<file path="src/rtl/alu_issue_if.sv">
// Bus bundle for alu_issue: instruction handshake, host preload/read, ALU drive and result ports.
// res_zero exists only when ALU_ISSUE_ZERO_FLAG_EN is defined.
interface alu_issue_if;
   // Handshake: an instruction transfers on a rising edge where instr_valid and
   // instr_ready are both high; the source holds its fields stable until then.
   logic       instr_valid;
   logic       instr_ready;
   logic [2:0] instr_op;
   logic [1:0] instr_dst;
   logic [1:0] instr_srca;
   logic [1:0] instr_srcb;
   logic       wr_en;
   logic [1:0] wr_addr;
   logic [7:0] wr_data;
   logic [1:0] rd_addr;
   logic [7:0] rd_data;
   logic [7:0] alu_a1;
   logic [7:0] alu_a2;
   logic [5:0] alu_opflag;
   logic       alu_eflag;
   logic       alu_cin;
   logic [7:0] alu_out;
   logic       alu_cout;
   logic       res_valid;
   logic [7:0] res_data;
   logic       res_carry;
   logic [1:0] res_dst;
   logic [1:0] dbg_state;
`ifdef ALU_ISSUE_ZERO_FLAG_EN
   logic       res_zero;
`endif

   modport slave (
      input  instr_valid, instr_op, instr_dst, instr_srca, instr_srcb,
      input  wr_en, wr_addr, wr_data, rd_addr, alu_out, alu_cout,
      output instr_ready, rd_data, alu_a1, alu_a2, alu_opflag, alu_eflag, alu_cin,
      output res_valid, res_data, res_carry, res_dst, dbg_state
`ifdef ALU_ISSUE_ZERO_FLAG_EN
      , output res_zero
`endif
   );

   modport master (
      output instr_valid, instr_op, instr_dst, instr_srca, instr_srcb,
      output wr_en, wr_addr, wr_data, rd_addr, alu_out, alu_cout,
      input  instr_ready, rd_data, alu_a1, alu_a2, alu_opflag, alu_eflag, alu_cin,
      input  res_valid, res_data, res_carry, res_dst, dbg_state
`ifdef ALU_ISSUE_ZERO_FLAG_EN
      , input res_zero
`endif
   );
endinterface

</file>
<file path="src/rtl/alu_issue.sv">
// Sequencing front end for the 8-bit combinational ALU: 4x8 register file, carry flag, IDLE/ISSUE/WB FSM.
// Optional zero flag (res_zero) enabled by defining ALU_ISSUE_ZERO_FLAG_EN.
module alu_issue #(
   parameter int REGS = 4
) (
   input logic   clk,
   input logic   rst,
   alu_issue_if.slave bus
);
   typedef enum logic [1:0] {IDLE = 2'd0, ISSUE = 2'd1, WB = 2'd2} state_t;

   state_t     state, next_state;
   logic [7:0] regs [REGS];
   logic       carry;
   logic       ready;
   logic       accept;
   logic       arith;
   logic [1:0] dst;
   logic [7:0] a1, a2, res_data;
   logic [5:0] opflag;
   logic       cin, res_valid;
`ifdef ALU_ISSUE_ZERO_FLAG_EN
   logic       zero;
`endif

   function automatic logic [5:0] decode_op(input logic [2:0] op);
      case (op)
         3'd0:       decode_op = 6'b000001;
         3'd1:       decode_op = 6'b000010;
         3'd2:       decode_op = 6'b000100;
         3'd3, 3'd6: decode_op = 6'b001000;
         3'd4, 3'd7: decode_op = 6'b010000;
         default:    decode_op = 6'b100000;
      endcase
   endfunction

   assign accept = bus.instr_valid & ready;

   always_ff @(posedge clk or posedge rst) begin
      if (rst) state <= IDLE;
      else     state <= next_state;
   end

   always_comb begin
      next_state = state;
      case (state)
         IDLE:    if (accept) next_state = ISSUE;
         ISSUE:   next_state = WB;
         WB:      next_state = IDLE;
         default: next_state = IDLE;
      endcase
   end

   // ready is registered so it first rises on the edge after reset release.
   always_ff @(posedge clk or posedge rst) begin
      if (rst) begin
         ready     <= 1'b0;
         res_valid <= 1'b0;
         res_data  <= '0;
         carry     <= 1'b0;
         arith     <= 1'b0;
         dst       <= '0;
         a1        <= '0;
         a2        <= '0;
         opflag    <= '0;
         cin       <= 1'b0;
`ifdef ALU_ISSUE_ZERO_FLAG_EN
         zero      <= 1'b0;
`endif
         for (int i = 0; i < REGS; i++) regs[i] <= '0;
      end else begin
         ready     <= (next_state == IDLE);
         res_valid <= (state == ISSUE);
         if (accept) begin
            a1     <= regs[bus.instr_srca];
            a2     <= regs[bus.instr_srcb];
            opflag <= decode_op(bus.instr_op);
            cin    <= (bus.instr_op == 3'd6 || bus.instr_op == 3'd7) ? carry : 1'b0;
            arith  <= (bus.instr_op == 3'd3 || bus.instr_op == 3'd4 ||
                       bus.instr_op == 3'd6 || bus.instr_op == 3'd7);
            dst    <= bus.instr_dst;
         end else if (state == WB) begin
            opflag <= '0;
         end
         if (bus.wr_en) regs[bus.wr_addr] <= bus.wr_data;
         // Writeback is ordered after the host write so it wins on an address collision.
         if (state == ISSUE) begin
            regs[dst] <= bus.alu_out;
            res_data  <= bus.alu_out;
            if (arith) carry <= bus.alu_cout;
`ifdef ALU_ISSUE_ZERO_FLAG_EN
            zero      <= (bus.alu_out == 8'd0);
`endif
         end
      end
   end

   assign bus.instr_ready = ready;
   assign bus.rd_data     = regs[bus.rd_addr];
   assign bus.alu_a1      = a1;
   assign bus.alu_a2      = a2;
   assign bus.alu_opflag  = opflag;
   assign bus.alu_eflag   = (state == ISSUE);
   assign bus.alu_cin     = cin;
   assign bus.res_valid   = res_valid;
   assign bus.res_data    = res_data;
   assign bus.res_carry   = carry;
   assign bus.res_dst     = dst;
   assign bus.dbg_state   = state;
`ifdef ALU_ISSUE_ZERO_FLAG_EN
   assign bus.res_zero    = zero;
`endif
endmodule

</file>
<file path="src/flat_wrapper.sv">
// flat-port wrapper written by rule: the top's interface ports become plain ports
module alu_issue_flat 
#(
   parameter int REGS = 4
)
  (clk, rst, bus_instr_valid, bus_instr_op, bus_instr_dst, bus_instr_srca, bus_instr_srcb, bus_wr_en, bus_wr_addr, bus_wr_data, bus_rd_addr, bus_alu_out, bus_alu_cout, bus_instr_ready, bus_rd_data, bus_alu_a1, bus_alu_a2, bus_alu_opflag, bus_alu_eflag, bus_alu_cin, bus_res_valid, bus_res_data, bus_res_carry, bus_res_dst, bus_dbg_state);
  alu_issue_if bus_i ();
  input logic clk;
  input logic rst;
  input wire logic [$bits(bus_i.instr_valid)-1:0] bus_instr_valid;
  input wire logic [$bits(bus_i.instr_op)-1:0] bus_instr_op;
  input wire logic [$bits(bus_i.instr_dst)-1:0] bus_instr_dst;
  input wire logic [$bits(bus_i.instr_srca)-1:0] bus_instr_srca;
  input wire logic [$bits(bus_i.instr_srcb)-1:0] bus_instr_srcb;
  input wire logic [$bits(bus_i.wr_en)-1:0] bus_wr_en;
  input wire logic [$bits(bus_i.wr_addr)-1:0] bus_wr_addr;
  input wire logic [$bits(bus_i.wr_data)-1:0] bus_wr_data;
  input wire logic [$bits(bus_i.rd_addr)-1:0] bus_rd_addr;
  input wire logic [$bits(bus_i.alu_out)-1:0] bus_alu_out;
  input wire logic [$bits(bus_i.alu_cout)-1:0] bus_alu_cout;
  output wire logic [$bits(bus_i.instr_ready)-1:0] bus_instr_ready;
  output wire logic [$bits(bus_i.rd_data)-1:0] bus_rd_data;
  output wire logic [$bits(bus_i.alu_a1)-1:0] bus_alu_a1;
  output wire logic [$bits(bus_i.alu_a2)-1:0] bus_alu_a2;
  output wire logic [$bits(bus_i.alu_opflag)-1:0] bus_alu_opflag;
  output wire logic [$bits(bus_i.alu_eflag)-1:0] bus_alu_eflag;
  output wire logic [$bits(bus_i.alu_cin)-1:0] bus_alu_cin;
  output wire logic [$bits(bus_i.res_valid)-1:0] bus_res_valid;
  output wire logic [$bits(bus_i.res_data)-1:0] bus_res_data;
  output wire logic [$bits(bus_i.res_carry)-1:0] bus_res_carry;
  output wire logic [$bits(bus_i.res_dst)-1:0] bus_res_dst;
  output wire logic [$bits(bus_i.dbg_state)-1:0] bus_dbg_state;
  assign bus_i.instr_valid = bus_instr_valid;
  assign bus_i.instr_op = bus_instr_op;
  assign bus_i.instr_dst = bus_instr_dst;
  assign bus_i.instr_srca = bus_instr_srca;
  assign bus_i.instr_srcb = bus_instr_srcb;
  assign bus_i.wr_en = bus_wr_en;
  assign bus_i.wr_addr = bus_wr_addr;
  assign bus_i.wr_data = bus_wr_data;
  assign bus_i.rd_addr = bus_rd_addr;
  assign bus_i.alu_out = bus_alu_out;
  assign bus_i.alu_cout = bus_alu_cout;
  assign bus_instr_ready = bus_i.instr_ready;
  assign bus_rd_data = bus_i.rd_data;
  assign bus_alu_a1 = bus_i.alu_a1;
  assign bus_alu_a2 = bus_i.alu_a2;
  assign bus_alu_opflag = bus_i.alu_opflag;
  assign bus_alu_eflag = bus_i.alu_eflag;
  assign bus_alu_cin = bus_i.alu_cin;
  assign bus_res_valid = bus_i.res_valid;
  assign bus_res_data = bus_i.res_data;
  assign bus_res_carry = bus_i.res_carry;
  assign bus_res_dst = bus_i.res_dst;
  assign bus_dbg_state = bus_i.dbg_state;
  alu_issue #(.REGS(REGS)) u_core (.clk(clk), .rst(rst), .bus(bus_i));
endmodule
</file>
<file path="config.mk">
export PLATFORM = sky130hd
export DESIGN_NAME = alu_issue_flat
export DESIGN_NICKNAME = d
export VERILOG_FILES = /design/src/rtl/alu_issue_if.sv /design/src/rtl/alu_issue.sv /design/src/flat_wrapper.sv
export SDC_FILE = /design/constraint.sdc
export NUM_CORES = 1
export LEC_CHECK = 0
export ABC_AREA = 0
export CORE_ASPECT_RATIO = 1.5
export CORE_MARGIN = 3
export CORE_UTILIZATION = 68
export DETAILED_ROUTE_END_ITERATION = 7
export DONT_BUFFER_PORTS = 1
export PLACE_DENSITY_LB_ADDON = 0.15
export SYNTH_ARGS = -nofsm -noshare
export SYNTH_HDL_FRONTEND = slang
export SYNTH_SLANG_ARGS = --single-unit
export TNS_END_PERCENT = 20
</file>
<file path="constraint.sdc">
create_clock -name clk -period 5.8 [get_ports clk]
set_clock_uncertainty 0.15 [all_clocks]
set_input_delay 1.16 -clock clk [delete_from_list [all_inputs] [get_ports clk]]
set_output_delay 1.16 -clock clk [all_outputs]
set_load 0.02 [all_outputs]
</file>
==> metrics.txt <==
# TYPE chip_impl_metric gauge
chip_impl_info{name="run_status",value="finished clean"} 1
chip_impl_metric{name="finish.net_count",unit=""} 356
chip_impl_info{name="synth_area_leaders",value="dfrtp_1, mux2i_1, nand2_1"} 1
chip_impl_metric{name="cp.arrival",unit="ns"} 1.73
chip_impl_metric{name="rrSetupSlack",unit="ns"} 3.72
chip_impl_metric{name="post_synthesis_register_bit_count",unit=""} 70
chip_impl_metric{name="setup_tns",unit="ns"} 0
chip_impl_metric{name="path_max_fanout",unit=""} 8
chip_impl_info{name="clock_tree_from_tritoncts",value="built"} 1
chip_impl_metric{name="totalPowerFinal",unit="mW"} 1.99
chip_impl_info{name="yosysTopAreaCell",value="dfrtp_1"} 1
chip_impl_metric{name="layout_area_overhead",unit="%"} 3.07
chip_impl_metric{name="global_route.usage.total",unit="%"} 28.1
chip_impl_metric{name="power.ir.vdd_worst",unit="mV"} 0.317
chip_impl_metric{name="wl",unit="mm"} 8.05
chip_impl_metric{name="vias",unit=""} 2519
chip_impl_metric{name="path_clk_slew",unit="ns"} 0.07
chip_impl_metric{name="maximum_number_of_pins_on_one_net_before_global_route_repair",unit=""} 71
chip_impl_metric{name="syn-num-nets",unit=""} 367
chip_impl_metric{name="critPathRequiredTime",unit="ns"} 4.49
chip_impl_info{name="slowest_stage",value="mux4_2"} 1
chip_impl_metric{name="slew_violations",unit=""} 0
chip_impl_metric{name="yosys.area.top_type_share",unit="%"} 48.2
chip_impl_metric{name="cts_post_setup_buffers_inserted",unit=""} 0
chip_impl_metric{name="r2r_cells",unit=""} 4
chip_impl_metric{name="dieWidth",unit="µm"} 65.7
chip_impl_metric{name="crit_buf_inv",unit=""} 0
chip_impl_metric{name="worstHoldPathCells",unit=""} 2
chip_impl_metric{name="worst-slew-pin-transition",unit="ns"} 0.877
chip_impl_metric{name="post_synth_num_cell_types",unit=""} 31
chip_impl_info{name="crit_chain",value="mux4_2"} 1
chip_impl_info{name="startpoint_type",value="input pin"} 1
chip_impl_info{name="timing.critical_path.max_delay_family",value="multiplexers"} 1
chip_impl_metric{name="power.static_leakage",unit="nW"} 1.64
chip_impl_metric{name="cts_hold_buf",unit=""} 0
chip_impl_metric{name="timing.final.setup_violations",unit=""} 0
chip_impl_info{name="ctsRootBufferMaster",value="clkbuf_8"} 1
chip_impl_metric{name="dpl.hpwl",unit="mm"} 5.77
chip_impl_metric{name="syn-mean-instance-area",unit="µm²"} 10.9
chip_impl_metric{name="initial_antenna_violation_count",unit=""} 0
chip_impl_metric{name="synth_cells",unit=""} 333
chip_impl_metric{name="wl_per_cell",unit="µm"} 20.4
chip_impl_info{name="grt_setup_unrepaired",value="no"} 1
chip_impl_metric{name="fp-row-count",unit=""} 32
chip_impl_info{name="reg2reg_to",value="u_core.bus.res_carry"} 1
chip_impl_metric{name="hold_violations",unit=""} 0
chip_impl_metric{name="clkSinkCount",unit=""} 70
chip_impl_info{name="critical_path.reg2reg.startpoint",value="u_core.bus.res_valid"} 1
chip_impl_metric{name="post_route_cells_drive_above_1_share",unit="%"} 9.79
chip_impl_metric{name="drtPass1Iterations",unit=""} 4
chip_impl_metric{name="die_height",unit="µm"} 95.5
chip_impl_info{name="hold_path_class",value="reg2reg"} 1
chip_impl_metric{name="core-area",unit="µm²"} 5160
chip_impl_metric{name="port_buffers",unit=""} 0
chip_impl_metric{name="timing.fmax",unit="MHz"} 329
chip_impl_metric{name="syn_area",unit="µm²"} 3630
chip_impl_metric{name="power_per_cell_area",unit="nW/µm²"} 532
chip_impl_metric{name="cts.repair.resized",unit=""} 0
chip_impl_info{name="mostFrequentLayoutCell",value="nand2_1"} 1
chip_impl_metric{name="routabilityCongestion",unit=""} 0.864
chip_impl_metric{name="ant_nets",unit=""} 0
chip_impl_metric{name="initial_utilization",unit="%"} 70.3
chip_impl_metric{name="cts_max_level",unit=""} 3
chip_impl_metric{name="cp_peak_stage_delay",unit="ns"} 0.56
chip_impl_metric{name="via_per_inst",unit=""} 6.38
chip_impl_info{name="hold_start",value="u_core.arith"} 1
chip_impl_metric{name="full_die_area",unit="µm²"} 6270
chip_impl_info{name="mostFrequentLayoutCells",value="nand2_1, dfrtp_1, mux2i_1, o21ai_0, o221ai_1"} 1
chip_impl_metric{name="cts_inserted_buffers",unit=""} 9
chip_impl_info{name="worstSetupPathType",value="in2out"} 1
chip_impl_metric{name="n_antenna_cell",unit=""} 0
chip_impl_metric{name="number_of_top_level_design_ports",unit=""} 81
chip_impl_metric{name="number_of_buffers_on_the_longest_clock_path",unit=""} 2
chip_impl_metric{name="synth_seq_area_share",unit="%"} 48.2
chip_impl_info{name="min_to",value="u_core.arith"} 1
chip_impl_metric{name="detail_route.iter0.violations",unit=""} 180
chip_impl_metric{name="post-route-drc-count",unit=""} 0
chip_impl_metric{name="asyncSetResetFlopFracSynth",unit="%"} 100
chip_impl_metric{name="fillerInstances",unit=""} 352
chip_impl_metric{name="period_needed",unit="ns"} 3.04
chip_impl_metric{name="post-route-period-util",unit="%"} 52.4
chip_impl_metric{name="maxCapViolCount",unit=""} 0
chip_impl_metric{name="grt_first_pass_wirelength",unit="mm"} 13.1
chip_impl_info{name="synth_top_flop_cell",value="dfrtp_1"} 1
chip_impl_info{name="worstSetupEndpointType",value="output pin"} 1
chip_impl_metric{name="globalRoute.totalOverflow",unit=""} 0
chip_impl_metric{name="number_of_warnings_printed_during_yosys_synthesis",unit=""} 0
chip_impl_metric{name="number_of_synthesized_flops_with_an_enable_pin",unit=""} 0
chip_impl_metric{name="worstSkewPairLatency",unit="ns"} 0.34
chip_impl_metric{name="via_count_of_the_first_global_routing_pass",unit=""} 2568
chip_impl_metric{name="max_slew_margin",unit="%"} 41.4
## synthesized netlist by cell type, types with 3 or more instances
library cell	instances
a21oi_1	8
nand2b_1	3
inv_1	3
o221ai_1	16
nor2_1	12
mux4_2	8
a32o_1	5
buf_6	5
o21ai_0	24
mux2i_1	65
buf_2	11
nand2_1	76
clkbuf_1	4
dfrtp_1	70
buf_4	4
## registers in the layout, indices dropped and copies added, names as in the netlist
| register | cells |
|---|---|
| u_core.regs | 32 |
| u_core.arith | 1 |
| u_core.bus.alu_opflag | 6 |
| u_core.bus.alu_cin | 1 |
| u_core.bus.alu_a1 | 8 |
| u_core.bus.res_dst | 2 |
| u_core.bus.res_carry | 1 |
| u_core.bus.res_valid | 1 |
| u_core.bus.dbg_state | 1 |
| u_core.bus.alu_a2 | 8 |
| u_core.bus.instr_ready | 1 |
| u_core.bus.res_data | 8 |
## area by class of cell
cell class	instances	area [µm²]	share of cell area, %
Inverter	4	15.0	0.401
Sequential cell	70	1750	46.8
Timing Repair Buffer	2	15.0	0.401
Tap cell	68	85.1	2.27
Multi-Input combinational cell	235	1710	45.7
Clock inverter	4	22.5	0.602
Clock buffer	12	145	3.88
## cell families after synthesis
kind of cell,synth area share (%)
xor gates and xnor gates,0.482
muxes,23.3
AOI/OAI and AO/OA,10.4
DFF,48.2
buffers and inverters,4.72
and+or+nand+nor,12.9
## where the power goes
group / total [mW] / switching [mW] / internal (mW)
Sequential: 1.10 / 0.381 / 0.715
Clock: 0.342 / 0.177 / 0.165
Combinational: 0.552 / 0.295 / 0.257
## through the flow
stage	utilization (%)	cells	setup WS [ns]	instance area, µm²	hold WS [ns]
after floorplan	-	333	2.51	3630	0.300
after global placement	69.2	379	2.77	3580	0.347
after detailed placement	69.2	379	2.76	3580	0.348
after CTS	72.5	395	2.76	3740	0.364
after global routing	72.5	395	2.69	3740	0.397
final	72.5	395	2.76	3740	0.367
## worst max path at each step
| stage | start | end | depth (start not counted) |
|---|---|---|---|
| after global routing | u_core.bus.res_valid | bus_alu_eflag | 2 |
| after floorplan | bus_rd_addr[0] | bus_rd_data[0] | 2 |
| after global placement | bus_rd_addr[0] | bus_rd_data[2] | 1 |
| final | bus_rd_addr[0] | bus_rd_data[2] | 1 |
| after detailed placement | bus_rd_addr[0] | bus_rd_data[2] | 1 |
| after CTS | u_core.bus.res_valid | bus_alu_eflag | 2 |
## layer usage
layer | share of wire, % | GRT usage, % | wire length (µm)
met5 | 0 | 0 | 0
met3 | 7.1 | 7.67 | 571
met4 | 1.2 | 13.3 | 97
met1 | 39 | 35.4 | 3140
met2 | 53 | 44.6 | 4240
Power figures use the tool's default switching activity.
